`config.mk`:
```
export PLATFORM = sky130hd
export DESIGN_NAME = int_addsub_arbiter
export DESIGN_NICKNAME = d
export VERILOG_FILES = /design/src/rtl/int_addsub_arbiter.sv
export SDC_FILE = /design/constraint.sdc
export NUM_CORES = 1
export LEC_CHECK = 0
export CAP_MARGIN = 15
export CORE_AREA = 2 2 323 325
export CTS_BUF_LIST = sky130_fd_sc_hd__clkbuf_2 sky130_fd_sc_hd__clkbuf_4 sky130_fd_sc_hd__clkbuf_8
export CTS_CLUSTER_SIZE = 16
export DETAILED_ROUTE_END_ITERATION = 10
export DIE_AREA = 0 0 325 327
export GPL_ROUTABILITY_DRIVEN = 0
export HOLD_SLACK_MARGIN = 0.03
export PLACE_DENSITY_LB_ADDON = 0.25
export SETUP_SLACK_MARGIN = 0.02
export SLEW_MARGIN = 40
export SYNTH_ARGS = -nofsm -noshare
export SYNTH_HDL_FRONTEND = slang
export SYNTH_SLANG_ARGS = --single-unit
```
`constraint.sdc`:
```
create_clock -name i_clk -period 3.3 [get_ports i_clk]
set_input_delay 0.33 -clock i_clk [delete_from_list [all_inputs] [get_ports i_clk]]
set_output_delay 0.33 -clock i_clk [all_outputs]
set_load 0.005 [all_outputs]
```
`src/rtl/int_addsub_arbiter.sv`:
```
// Round-robin arbiter sharing one registered integer add/sub unit between NREQ requesters.
// Results return in issue order through a 2-entry tagged FIFO; issue is credit-limited to FIFO space.
module int_addsub_arbiter #(
    parameter int RISCV_ARCH = 64,
    parameter int NREQ       = 4,
    parameter int MODE_W     = 7
) (
    input  logic                         i_clk,
    input  logic                         i_nrst,
    input  logic                         i_flush,
    input  logic [NREQ-1:0]              i_req_valid,
    output logic [NREQ-1:0]              o_req_ready,
    input  logic [NREQ*RISCV_ARCH-1:0]   i_req_a,
    input  logic [NREQ*RISCV_ARCH-1:0]   i_req_b,
    input  logic [NREQ*MODE_W-1:0]       i_req_mode,
    output logic                         o_au_valid,
    output logic [RISCV_ARCH-1:0]        o_au_a,
    output logic [RISCV_ARCH-1:0]        o_au_b,
    output logic [MODE_W-1:0]            o_au_mode,
    input  logic [RISCV_ARCH-1:0]        i_au_res,
    output logic [NREQ-1:0]              o_resp_valid,
    output logic [RISCV_ARCH-1:0]        o_resp_res,
    input  logic [NREQ-1:0]              i_resp_ready
);
    localparam int IDW = $clog2(NREQ);

    typedef struct packed {
        logic [IDW-1:0]        id;
        logic [RISCV_ARCH-1:0] res;
    } fifo_entry_t;

    logic [IDW-1:0] rr_q, rr_d;
    logic           infl_q, infl_d;
    logic [IDW-1:0] infl_id_q, infl_id_d;
    fifo_entry_t    fifo_q [2];
    fifo_entry_t    fifo_d [2];
    logic           rd_q, rd_d, wr_q, wr_d;
    logic [1:0]     cnt_q, cnt_d;

    logic           found, can_issue, hs, pop;
    logic [IDW-1:0] win;
    logic [IDW:0]   s;
    logic [2:0]     occ;
    fifo_entry_t    head;

    // Winner search starting at the round-robin pointer, wrapping NREQ-1 -> 0.
    always_comb begin
        found = 1'b0;
        win   = '0;
        s     = '0;
        for (int i = 0; i < NREQ; i++) begin
            s = {1'b0, rr_q} + (IDW+1)'(i);
            if (s >= (IDW+1)'(NREQ)) s = s - (IDW+1)'(NREQ);
            if (!found && i_req_valid[s[IDW-1:0]]) begin
                found = 1'b1;
                win   = s[IDW-1:0];
            end
        end
    end

    always_comb begin
        head         = fifo_q[rd_q];
        pop          = (cnt_q != 2'd0) && i_resp_ready[head.id];
        occ          = 3'(cnt_q) + 3'(infl_q) - 3'(pop);
        can_issue    = (occ < 3'd2) && !i_flush && i_nrst;
        hs           = found && can_issue;

        o_req_ready  = '0;
        o_au_valid   = hs;
        o_au_a       = '0;
        o_au_b       = '0;
        o_au_mode    = '0;
        if (hs) begin
            o_req_ready[win] = 1'b1;
            o_au_a           = i_req_a[win*RISCV_ARCH +: RISCV_ARCH];
            o_au_b           = i_req_b[win*RISCV_ARCH +: RISCV_ARCH];
            o_au_mode        = i_req_mode[win*MODE_W +: MODE_W];
        end

        o_resp_valid = '0;
        o_resp_res   = '0;
        if (cnt_q != 2'd0) begin
            o_resp_valid[head.id] = 1'b1;
            o_resp_res            = head.res;
        end
    end

    always_comb begin
        rr_d      = rr_q;
        infl_d    = hs;
        infl_id_d = win;
        fifo_d    = fifo_q;
        rd_d      = rd_q;
        wr_d      = wr_q;
        cnt_d     = cnt_q;
        if (hs) rr_d = (win == IDW'(NREQ-1)) ? '0 : win + IDW'(1);
        if (i_flush) begin
            infl_d = 1'b0;
            rd_d   = 1'b0;
            wr_d   = 1'b0;
            cnt_d  = 2'd0;
        end else begin
            // Unit result is valid exactly one cycle after issue; credit guarantees room.
            if (infl_q) begin
                fifo_d[wr_q] = '{id: infl_id_q, res: i_au_res};
                wr_d         = ~wr_q;
            end
            if (pop) rd_d = ~rd_q;
            cnt_d = cnt_q + 2'(infl_q) - 2'(pop);
        end
    end

    always_ff @(posedge i_clk) begin
        if (!i_nrst) begin
            rr_q      <= '0;
            infl_q    <= 1'b0;
            infl_id_q <= '0;
            fifo_q[0] <= '0;
            fifo_q[1] <= '0;
            rd_q      <= 1'b0;
            wr_q      <= 1'b0;
            cnt_q     <= 2'd0;
        end else begin
            rr_q      <= rr_d;
            infl_q    <= infl_d;
            infl_id_q <= infl_id_d;
            fifo_q    <= fifo_d;
            rd_q      <= rd_d;
            wr_q      <= wr_d;
            cnt_q     <= cnt_d;
        end
    end
endmodule

```
==> flow_metrics.tcl <==
set metrics [dict create \
    status "finished with violations" \
    violations "setup timing" \
    grt_pass1_wl_mm 125 \
    final_cells 3652 \
    required_ps 2970 \
    worst-setup-path-type "flop to output pin" \
    clock_latency_ps 500 \
    yosys-top-cells-count "336 x mux2i_1, 265 x nand2_1, 141 x dfxtp_1" \
    synth.avg_cell_area_sq_um 8.19 \
    cts_tree "done" \
    grt_pass1_vias 14100 \
    synthesis.nets 1883 \
    core_area_sq_mm 0.103 \
    antenna_found_initial 27 \
    vias 13500 \
    rows 118 \
    final_nets 2872 \
    min_period_over_period 1.39 \
    finish.utilization 0.240 \
    cts_buffers 17 \
    tightest_slew_ps 681 \
    holdPathStages 3 \
    netSwitchingPower_mw 2.83 \
    rr_worst_depth 15 \
    fmax_ghz 0.218 \
    wl_mm 95.9 \
    p_int_mw 4.74 \
    synth_top_cell_area_share 0.326 \
    hold_end "fifo_q[29]" \
    layout-drive-gt1-share 0.264 \
    grt_overflow 0 \
    clkPwrFrac 0.221 \
    tns_ps -161980 \
    timing.final.ws_setup_ps -1280 \
    synth-edff-count 0 \
    switching_share 0.374 \
    combPwrFrac 0.545 \
    drtAntennaViolNets 0 \
    synth-seq-cells 141 \
    area_growth_pct 140 \
    hold_class "input port to flop" \
    seqPwrFrac 0.234 \
    ctsRootBufferMaster "clkbuf_8" \
    clock_sinks 141 \
    viasPerCell 3.70 \
    endpoint_kind "output pin" \
    placed_cells 3546 \
    vdd_ir_drop_max_uv 299 \
    drv_slew 0 \
    min_period_ps 4580 \
    grt_use_total 0.173 \
    fillers 11200 \
    synth_largest_area_cell "mux2i_1" \
    relSlewSlack 0.533 \
    die_h_um 327 \
    wl_per_cell_um 26.3 \
    fp.dieArea_sq_mm 0.106 \
    hold_start "i_au_res[29]" \
    initial_core_util 0.100 \
    firstDrtPassIters 6 \
    dpl_worst_slack_ps -1110 \
    cts.hold.buffers_added 0 \
    rsz0062_at_grt "true" \
    die_w_um 325 \
    ys_warn_count 0 \
    power.leakage_nw 9.57 \
    synth-async-reset-ratio 0 \
    grt_max_degree 97 \
    synthCells 1261 \
    portBuffers 822 \
    p_total_mw 7.57 \
    skew_ps 24.0 \
    synth_ff_type "dfxtp_1" \
    final_hold_viol_count 0 \
    yosysUniqueCellTypes 46 \
    yosysMostFrequentCell "mux2i_1" \
    cp_data_arrival_time_ps 4250 \
    synth_area_leaders "mux2i_1 33%, dfxtp_1 27%, nand2_1 9.6%" \
    clockBufferDepth 2 \
    dp_hpwl_mm 81.3 \
    cts_max_level 4 \
    seq_area_frac_synth 0.273 \
    r2r-start "rd_q" \
    cap_violations 0 \
    r2r_slack_ps -120 \
    powerDensity_mw_per_mm2 306 \
    clk_pin_slew_ps 120 \
    drt_iter0_drc 659 \
    netlist_area_sq_mm 0.0103 \
    ios 823 \
    r2r-end "rr_q[1]" \
    setup_viol 142 \
    cp-start-kind "flop" \
    crit_path_max_fanout 4 \
    drc 0 \
]
-- final cells by class --
class | count | area, sq um | area share
multi-input cells | 993 | 8180 | 0.331
clock buffers | 17 | 234 | 0.00946
diodes | 9 | 22.5 | 0.000910
inverters | 12 | 47.5 | 0.00192
repair buffers | 1085 | 11500 | 0.464
well taps | 1380 | 1730 | 0.0698
flip-flops and latches | 141 | 2830 | 0.114
clock inverters | 15 | 215 | 0.00870
-- layout by cell type (no fill, tap or decap), drive strengths merged, types with 4 or more instances in the layout --
master | netlist | layout
mux2i | 336 | 336
nand2 | 267 | 268
diode | 0 | 9
buf | 58 | 403
clkbuf | 51 | 17
and2 | 4 | 4
clkdlybuf4s50 | 0 | 682
dfxtp | 141 | 141
o22ai | 135 | 135
nor2 | 77 | 77
inv | 12 | 22
a21oi | 136 | 136
ha | 6 | 6
-- per-stage QoR --
stage	area [sq um]	hold WS (ps)
final	24700	392
after floorplan	10700	432
after global placement	22200	441
after global routing	24700	382
after detailed placement	22200	446
after CTS	24500	339
-- sequential cells by signal (all words and copies together) (netlist names) --
| signal | cells |
|---|---|
| rd_q | 1 |
| infl_q | 1 |
| rr_q | 2 |
| cnt_q | 2 |
| infl_id_q | 2 |
| fifo_q | 132 |
| wr_q | 1 |
-- worst max-delay path by stage --
| stage | from | endpoint | slack [ps] |
|---|---|---|---|
| 3_5_place_dp | i_resp_ready[1] | o_au_a[34] | -1110 |
| 3_3_place_gp | i_resp_ready[1] | o_au_a[3] | -1130 |
| 4_1_cts | rd_q | o_au_b[59] | -1470 |
| 6_report | rd_q | o_au_mode[3] | -1280 |
| 5_1_grt | rd_q | o_au_mode[3] | -1440 |
| 2_1_floorplan | rd_q | o_au_a[23] | -120 |
-- repair_timing --
item                                    4_1_cts  5_1_grt
endpoints found under the setup margin      161      142
cloned                                       15        0
gates resized for setup                     526       75
pin swaps                                    58       33
buffers inserted                             49       18
-- worst max-delay path: stages (launching register included) --
cell,delay [ps]
dfxtp_4,370
mux2i_2,220
buf_4,150
mux4_2,530
nor2b_4,160
ha_4,260
inv_2,40
ha_4,150
fa_2,450
nor4_4,280
buf_12,180
nand2_8,80
buf_6,140
buf_12,110
buf_8,110
buf_8,120
buf_6,110
o22ai_2,140
buf_2,140
-- cells by family after synthesis --
| group | share of synthesized area |
|---|---|
| AO/OA/AOI/OAI | 0.163 |
| XOR/XNOR | 0.00255 |
| adder cells (fa/ha/maj) | 0.00921 |
| buffers and inverters | 0.0816 |
| flip-flops | 0.273 |
| multiplexers | 0.328 |
| AND/OR/NAND/NOR | 0.142 |
-- layer usage --
| metal | up-vias | track usage | share of wire |
|---|---|---|---|
| met3 | 86 | 0.0659 | 0.086 |
| met1 | 6370 | 0.214 | 0.43 |
| li1 | 6479 | - | - |
| met2 | 551 | 0.280 | 0.46 |
| met4 | 22 | 0.0464 | 0.026 |
| met5 | - | 0 | 0.0016 |
-- power groups by stage --
stage	clock, mW	combinational (mW)	sequential, mW
final	1.68	4.12	1.77
after global routing	1.81	4.32	1.78
after CTS	1.76	4.08	1.77
after detailed placement	0	3.62	1.81
after global placement	0	3.64	1.81
after floorplan	0	1.25	1.80
Power figures use the tool's default switching activity.
